--- src/rtl/riscv_pkg.sv ---
// Shared types for the writeback stage: result select encoding, load funct3 codes and
// the MEM/WB pipeline register layout.
package riscv_pkg;

  typedef enum logic [1:0] {
    RES_ALU  = 2'b00,
    RES_LOAD = 2'b01,
    RES_PC4  = 2'b10,
    RES_IMM  = 2'b11
  } result_src_e;

  localparam logic [2:0] LOAD_F3_B  = 3'b000;
  localparam logic [2:0] LOAD_F3_H  = 3'b001;
  localparam logic [2:0] LOAD_F3_W  = 3'b010;
  localparam logic [2:0] LOAD_F3_BU = 3'b100;
  localparam logic [2:0] LOAD_F3_HU = 3'b101;

  typedef struct packed {
    logic        valid;
    logic        we;
    result_src_e src;
    logic [2:0]  funct3;
    logic [4:0]  rd;
    logic [31:0] alu_result;
    logic [31:0] read_data;
    logic [31:0] pc_plus4;
    logic [31:0] immext;
  } mem_wb_t;

endpackage

--- src/rtl/data_writeback_stage_block_load_extender.sv ---
// Picks the byte/half lane out of a word-aligned read and sign- or zero-extends it.
module load_extender
  import riscv_pkg::*;
(
  input  logic [31:0] word,
  input  logic [1:0]  offset,
  input  logic [2:0]  funct3,
  output logic [31:0] data
);

  logic [7:0]  byte_sel;
  logic [15:0] half_sel;

  always_comb begin
    byte_sel = word[7:0];
    unique case (offset)
      2'd0: byte_sel = word[7:0];
      2'd1: byte_sel = word[15:8];
      2'd2: byte_sel = word[23:16];
      2'd3: byte_sel = word[31:24];
      default: byte_sel = word[7:0];
    endcase
    // Halfword loads ignore offset[0]; misalignment is not trapped here.
    half_sel = offset[1] ? word[31:16] : word[15:0];
  end

  always_comb begin
    data = word;
    case (funct3)
      LOAD_F3_B:  data = {{24{byte_sel[7]}}, byte_sel};
      LOAD_F3_BU: data = {24'h0, byte_sel};
      LOAD_F3_H:  data = {{16{half_sel[15]}}, half_sel};
      LOAD_F3_HU: data = {16'h0, half_sel};
      LOAD_F3_W:  data = word;
      default:    data = word;
    endcase
  end

endmodule

--- src/rtl/data_writeback_stage_block.sv ---
// MEM/WB pipeline register, final result select, regfile write port, decode bypass
// compare and retired-instruction counter.
module data_writeback_stage_block
  import riscv_pkg::*;
#(
  parameter int unsigned XLEN      = 32,
  parameter int unsigned CNT_WIDTH = 64
) (
  input  logic                 i_clk,
  input  logic                 i_rst,
  input  logic                 i_stall,
  input  logic                 i_flush,
  input  logic                 i_m_valid,
  input  logic [XLEN-1:0]      i_m_alu_result,
  input  logic [XLEN-1:0]      i_m_read_data,
  input  logic [XLEN-1:0]      i_m_pc_plus4,
  input  logic [XLEN-1:0]      i_m_immext,
  input  logic [4:0]           i_m_rd,
  input  logic [2:0]           i_m_funct3,
  input  logic                 i_m_en_regfile_write,
  input  logic [1:0]           i_m_mux_result_src,
  input  logic [4:0]           i_d_rs1,
  input  logic [4:0]           i_d_rs2,
  output logic [4:0]           o_result_addr,
  output logic [XLEN-1:0]      o_final_result,
  output logic                 o_en_regfile_write,
  output logic                 o_w_valid,
  output logic                 o_fwd_rs1,
  output logic                 o_fwd_rs2,
  output logic [CNT_WIDTH-1:0] o_retired_count
);

  mem_wb_t              wb_d, wb_q;
  logic [CNT_WIDTH-1:0] count_q;
  logic [31:0]          load_data;

  always_comb begin
    wb_d            = '0;
    wb_d.valid      = i_m_valid;
    wb_d.we         = i_m_en_regfile_write;
    wb_d.src        = result_src_e'(i_m_mux_result_src);
    wb_d.funct3     = i_m_funct3;
    wb_d.rd         = i_m_rd;
    wb_d.alu_result = i_m_alu_result;
    wb_d.read_data  = i_m_read_data;
    wb_d.pc_plus4   = i_m_pc_plus4;
    wb_d.immext     = i_m_immext;
  end

  // Flush only clears control; the stale data fields are masked by valid/we.
  always_ff @(posedge i_clk or posedge i_rst) begin
    if (i_rst) begin
      wb_q <= '0;
    end else if (i_flush) begin
      wb_q.valid <= 1'b0;
      wb_q.we    <= 1'b0;
      wb_q.rd    <= 5'd0;
    end else if (!i_stall) begin
      wb_q <= wb_d;
    end
  end

  // A stalled WB instruction retires once, on the cycle the stall releases.
  always_ff @(posedge i_clk or posedge i_rst) begin
    if (i_rst) begin
      count_q <= '0;
    end else if (wb_q.valid && !i_stall) begin
      count_q <= count_q + 1'b1;
    end
  end

  load_extender u_load_extender (
    .word   (wb_q.read_data),
    .offset (wb_q.alu_result[1:0]),
    .funct3 (wb_q.funct3),
    .data   (load_data)
  );

  always_comb begin
    o_final_result = wb_q.alu_result;
    unique case (wb_q.src)
      RES_ALU:  o_final_result = wb_q.alu_result;
      RES_LOAD: o_final_result = load_data;
      RES_PC4:  o_final_result = wb_q.pc_plus4;
      RES_IMM:  o_final_result = wb_q.immext;
      default:  o_final_result = wb_q.alu_result;
    endcase
  end

  assign o_result_addr      = wb_q.rd;
  assign o_w_valid          = wb_q.valid;
  assign o_en_regfile_write = wb_q.valid & wb_q.we & (wb_q.rd != 5'd0);
  assign o_fwd_rs1          = o_en_regfile_write & (wb_q.rd == i_d_rs1);
  assign o_fwd_rs2          = o_en_regfile_write & (wb_q.rd == i_d_rs2);
  assign o_retired_count    = count_q;

endmodule

--- config.mk ---
export PLATFORM = sky130hd
export DESIGN_NAME = data_writeback_stage_block
export DESIGN_NICKNAME = d
export VERILOG_FILES = /design/src/rtl/riscv_pkg.sv /design/src/rtl/data_writeback_stage_block_load_extender.sv /design/src/rtl/data_writeback_stage_block.sv
export SDC_FILE = /design/constraint.sdc
export NUM_CORES = 1
export LEC_CHECK = 0
export ABC_AREA = 1
export ABC_CLOCK_PERIOD_IN_PS = 7220
export BUFFER_PORTS_ARGS = -buffer_cell sky130_fd_sc_hd__buf_4
export CELL_PAD_IN_SITES_DETAIL_PLACEMENT = 0
export CELL_PAD_IN_SITES_GLOBAL_PLACEMENT = 2
export CORE_MARGIN = 3
export CORE_UTILIZATION = 23
export DETAILED_ROUTE_END_ITERATION = 8
export PLACE_DENSITY_LB_ADDON = 0.1
export SYNTH_ARGS = -nofsm -noshare
export SYNTH_HDL_FRONTEND = slang
export SYNTH_SLANG_ARGS = --single-unit
--- constraint.sdc ---
create_clock -name i_clk -period 7.22 [get_ports i_clk]
set_clock_uncertainty 0.1 [all_clocks]
set_input_delay 0.722 -clock i_clk [delete_from_list [all_inputs] [get_ports i_clk]]
set_output_delay 0.722 -clock i_clk [all_outputs]
set_load 0.01 [all_outputs]
== Word-level counts from Yosys, hierarchy flattened ==
Index checks and enable logic that the tools add are counted.

* Input bits: 154
* Register bits after elaboration: 204
* Memory bits (read-only): 0
* Memory bits (writable): 0
* Memories: 0
* Latch bits: 0
* Word-level logic and storage cells: 43

* Muxes and demuxes: 7
* Equal/unequal tests: 12
* Multipliers: 0
* Shift operators: 0
* Magnitude comparators: 0
* Bitwise logic cells: 6
* Add/subtract/negate cells: 1
* Reductions and logical operators: 7
* Div/mod/pow operators: 0

{| class="wikitable"
|+ Operators by type and width
! operator !! number
|-
| case mux 32 bit (4 select lines) || 2
|-
| two-way mux 140 bit || 1
|-
| adder 64 x 1 -> 64 bit (second input constant) || 1
|-
| case mux 8 bit (4 select lines) || 1
|-
| two-way mux 16 bit || 1
|-
| == test 5 bit || 2
|-
| == test 2 bit (second input constant) || 4
|-
| == test 3 bit (second input constant) || 2
|-
| two-way mux 5 bit || 1
|-
| nonzero test 5 bit || 1
|-
| AND 1 bit || 4
|-
| == test 2 x 1 -> 1 bit (second input constant) || 2
|-
| logical NOT 2 bit || 2
|-
| == test 3 x 1 -> 1 bit (second input constant) || 1
|-
| logical NOT 3 bit || 1
|-
| two-way mux 2 bit || 1
|-
| inequality test 2 x 1 -> 1 bit (second input constant) || 1
|-
| NOT 1 bit || 2
|-
| AND reduction 2 bit || 1
|-
| logical AND 1 bit || 1
|-
| logical NOT 1 bit || 1
|}

== Depth between registers and ports, before layout ==
* Depth after elaboration: 4
* Mapped depth: 11
* Gate-level depth less buffers: 11

== Hierarchy ==
A second synthesis with hierarchy kept.

* Cells, all modules: 1524
* Area total of the unflattened synthesis: 11085.6 sq um

{| class="wikitable"
|+ By module, submodules not included
! module !! cells an instance !! area each (sq um) !! instances !! seq. area each (sq um)
|-
| data_writeback_stage_block || 1354 || 10162.2 || 1 || 5104.9
|-
| load_extender || 170 || 923.4 || 1 || 0.0
|}

== Least setup slack after synthesis ==
Ideal clock, no wire load.

* Path type: register to output
* Start point: register wb_q[134] in the netlist's numbering
* End point: output port o_final_result[18]
* Data arrival time: 1.425 ns
* Stages on the path, launching flop included: 9
* Data required time: 6.398 ns
* Slack: 4.973 ns
* Cells stage by stage: dfrtp_1 > inv_1 > nand2_1 > nor2_1 > nand2_4 > a21oi_4 > buf_6 > nand2_1 > nand3b_1

* Longest elaborated chain between the ends: 3
* Elaborated cells between the ends (all ways): 6
* Those cells by class: 3 x eq/ne; 2 x mux; 1 x reduce/logical

{| class="wikitable"
|+ RTL lines
! item !! line !! text
|-
| start: declaration || data_writeback_stage_block.sv:33 || <nowiki>mem_wb_t wb_d, wb_q;</nowiki>
|-
| start signal: assignment || data_writeback_stage_block.sv:59 || <nowiki>wb_q <= wb_d;</nowiki>
|-
| == test 3 bit, or another cell as far along || data_writeback_stage_block_load_extender.sv:29 || <nowiki>case (funct3)</nowiki>
|-
| case mux 32 bit (4 select lines) * || data_writeback_stage_block_load_extender.sv:29 ||
|-
| case mux 32 bit (4 select lines) * || data_writeback_stage_block.sv:81 || <nowiki>unique case (wb_q.src)</nowiki>
|-
| end: declaration || data_writeback_stage_block.sv:25 || <nowiki>output logic [XLEN-1:0] o_final_result,</nowiki>
|}

Mark *: on every way between the ends. The rest lies on a longest branch, timed or not.

== Worst setup path in the final report ==
* Start point: register wb_q[134] in the netlist's numbering
* End point: output port o_final_result[16]

The elaborated chain is that of the path after synthesis.

==> reports/summary.md <==
The flow ran to the end, and the final reports show no timing, DRC or antenna violations. Final count of hold timing violations: 0. The first global-routing pass estimated 63.5 mm of wire. The number of standard cells in the final layout excluding fillers was 2222. The most critical setup path has its startpoint at wb_q[134].

In this run the worst path has a maximum fanout of 31. The worst setup path is launched from a flip-flop. In this run the tightest slew margin relative to its limit is 15.8%. The layout filler cell count was 4889. At the pin with the least slew margin, the transition time is 1.26 ns. The internal portion of the total power is 2.43 mW.

The final net count was 1763; the hold buffer count at CTS was 0. 0 antenna diodes ended up in the layout. Yosys printed 0 warnings. Pin placement for this block handled 259 I/O pins. The logs give 0.819 for the final weighted congestion of routability-driven global placement and 42.7 mm for the total wire length.

The proportion of synthesized chip area in sequential cells is 48.9%, and the total routing resource utilization after global routing is 17.5%. Based on the critical path, the design can be clocked at up to 229 MHz. Net switching is 29.3% of the power. Of the cells placed in the final design, the portion with a size suffix greater than 1 is 20.7%.

After synthesis, the share of flip-flops with an asynchronous set or reset is 100%. The data arrival at the endpoint of the critical path came out at 3.55 ns. For this run, the slowest stage of the critical path takes 1.18 ns. The analysis attributes to net switching a power of 1.01 mW.

The detailed-route vias per instance was 4.40; the number of standard-cell rows in the floorplan was 77. The register bit count reported by yosys is 204, and the number of gates resized after cts is 0. Setup violations remaining at the end of the flow were counted as 0. The summed instance area of the synthesized netlist was 10400 um^2; the total CTS buffers was 28. The flip-flop cell with the highest count after synthesis is dfrtp_1. The die outline area is 48000 um^2. The number of H-tree levels was 1. Counting every sink on the clock net gives 204.

The number of nets in the synthesized netlist is 1520. Setup total negative slack on the finished layout was measured at 0 ns. Gate family responsible for the most delay along the worst path: flip-flops. Setup repair after global routing left no endpoint under its margin. In the final routed layout, each cell accounts on average for 19.2 um.

The number of flops mapped to enable cells by yosys was 0. In this run the static leakage power is 6.76 nW. The design draws 3.43 mW.

For this run, design rule violations remaining after detail routing come to 0. The slowest stage of the critical path is the dfrtp_1 cell. The number of max-capacitance violations reported came out at 0. Critical path endpoint category: a primary output. Remaining global-route overflow: 0. The area growth from synthesis to layout was 33.6%. The pin count of the biggest net entering global routing was 233. The critical path is of the reg -> out type.

Summed over all nets, the half-perimeter wirelength after detailed placement is 32.2 mm. The finished cells cover 13900 um^2. The core area is 44500 um^2, and the worst endpoint required time is 6.40 ns. The clock reaches the later pin of the worst-skew pair after 0.56 ns. Counting every instance in the synthesized netlist gives 1365. The cell that appears most often on the critical path is nand2_1.

The number of buffer and inverter instances along the worst setup path was 2; the antenna violation net count after detailed routing was 0. The post-synthesis average cell area was 7.65 um^2. Maximum ir drop on the vdd rail: 207 uV. Clock tree synthesis selected as its root buffer the cell clkbuf_16. The total placed instance area is 13000 um^2. The tools report the count of final max-slew check failures as 0. The class of the tightest hold or removal check is in -> async.

The width of the die came out at 219 um. Dividing total power by cell area gives a power density of 246 nW/um^2. The first TritonRoute pass finished after 5 iterations. For the via count of the first global-routing pass, the log shows 10100.

The logs give 9768 for the total via count after detailed routing and 0 for the initial antenna violation count. For this configuration, the core starts out at a cell density of 23.5%. The die height is 219 um. The startpoint identified for the worst register-to-register timing path is o_retired_count[22].

In this run the tool buffered the top-level ports with 258 buffer cells. Measured on the finished design, the core utilization comes to 31.3%. The tools report the post-CTS repair timing setup buffer count as 0. The worst hold-check slack is 0.126 ns. The number of DRC markers in iteration 0 is 502.

The run gives 2170 as the instance count after placement with tap cells included. TritonCTS built the clock tree. Clock-pin slew was measured on the worst setup and hold paths at 0.06 ns. The netlist uses 37 different library cells.

Once routing completed, OpenROAD measured the worst setup slack at 2.85 ns. The combinational cell fraction of total power was 18.4%. The buffer depth of the longest clock path is 3.

The routed design could run at a clock period as short as 4.37 ns. Before CTS, the worst setup slack after placement is 3.36 ns. Walking the worst path, the cells encountered are inv_1 > nand2_1 > o21ai_0 > a21oi_4 > nand2_1 > nand3b_1 > buf_4. Registers are responsible for 38.6% of the overall power. The clock network power share is 43.0%, and the post-route clock period utilization is 60.5%.
==> power groups by stage <==
stage                     clock network, mW  registers (mW)  logic (mW)
after floorplan                           0            1.32       0.333
after global placement                    0            1.34       0.646
after detailed placement                  0            1.34       0.646
after CTS                              1.53            1.32       0.649
after global routing                   1.57            1.34       0.702
final                                  1.48            1.32       0.631
==> flip-flops by register name, indices dropped and copies added (netlist names) <==
signal	cells
o_result_addr	5
wb_q	134
o_w_valid	1
o_retired_count	64
==> layout by cell type, fill, tap and decap left out, drive strengths merged, types with 2 or more instances in the layout <==
master | Yosys | final
a21oi | 42 | 42
a22oi | 3 | 3
a31oi | 2 | 2
and2 | 5 | 5
buf | 10 | 264
bufinv | 0 | 4
clkbuf | 41 | 40
clkinv | 1 | 8
dfrtp | 204 | 204
inv | 167 | 167
nand2 | 463 | 463
nand3 | 36 | 36
nand3b | 28 | 28
nand4 | 14 | 14
nor2 | 103 | 103
nor3 | 16 | 16
nor4 | 4 | 4
o211ai | 5 | 5
o21ai | 134 | 134
o22ai | 28 | 28
xnor2 | 27 | 27
xor2 | 28 | 28
==> area by class of cell <==
cell class | instances | area (um^2) | area share (%)
Inverter | 168 | 638 | 4.57
Clock inverter | 12 | 163 | 1.17
Timing Repair Buffer | 264 | 1990 | 14.3
Clock buffer | 40 | 817 | 5.86
Sequential cell | 204 | 5100 | 36.6
Multi-Input combinational cell | 942 | 4490 | 32.2
Tap cell | 592 | 741 | 5.31
==> cells by family after synthesis <==
group	count (synthesis)	synth area share (%)
compound gates	215	11.0
fa+ha+maj	1	0.120
xor+xnor	55	4.61
flops	204	48.9
simple gates	671	27.1
buf+inv	219	8.21
==> worst paths after layout <==
path	endpoint	slack [ns]	depth (start not counted)
worst max-delay path	o_final_result[16]	2.85	7
worst min-delay path	wb_q[117]	0.13	2
worst max register to register	o_retired_count[32]	4.92	6
worst min register to register	wb_q[109]	0.37	2
max in group asynchronous	o_retired_count[9]	5.49	3
min in group i_clk	wb_q[112]	0.27	3
==> cell usage after synthesis, types with 3 or more instances <==
library cell,instances,share of area (%)
nor3_1,15,0.72
xor2_1,28,2.3
nand2_2,4,0.24
o21ai_0,133,6.4
nor2_2,7,0.42
nor4_1,4,0.24
xnor2_1,27,2.3
nand4_1,14,0.84
nand3b_1,28,2.0
o211ai_1,5,0.36
clkbuf_1,41,1.5
buf_4,5,0.36
inv_1,165,5.9
o22ai_1,28,1.7
nand3_1,34,1.6
dfrtp_1,204,49
a21oi_1,41,2.0
and2_1,5,0.30
nor2_4,3,0.32
nand2_1,457,16
nor2_1,93,3.3
a22oi_1,3,0.22
==> per-layer routing <==
metal | global-route usage, % | vias up | routed length (um)
met1 | 23.4 | 4694 | 19100
met5 | 0 | - | 0
met2 | 29.9 | 220 | 20700
met3 | 2.48 | 53 | 1810
met4 | 4.39 | 0 | 1110
li1 | - | 4801 | -
No activity file was read; power rests on OpenSTA's default activity.
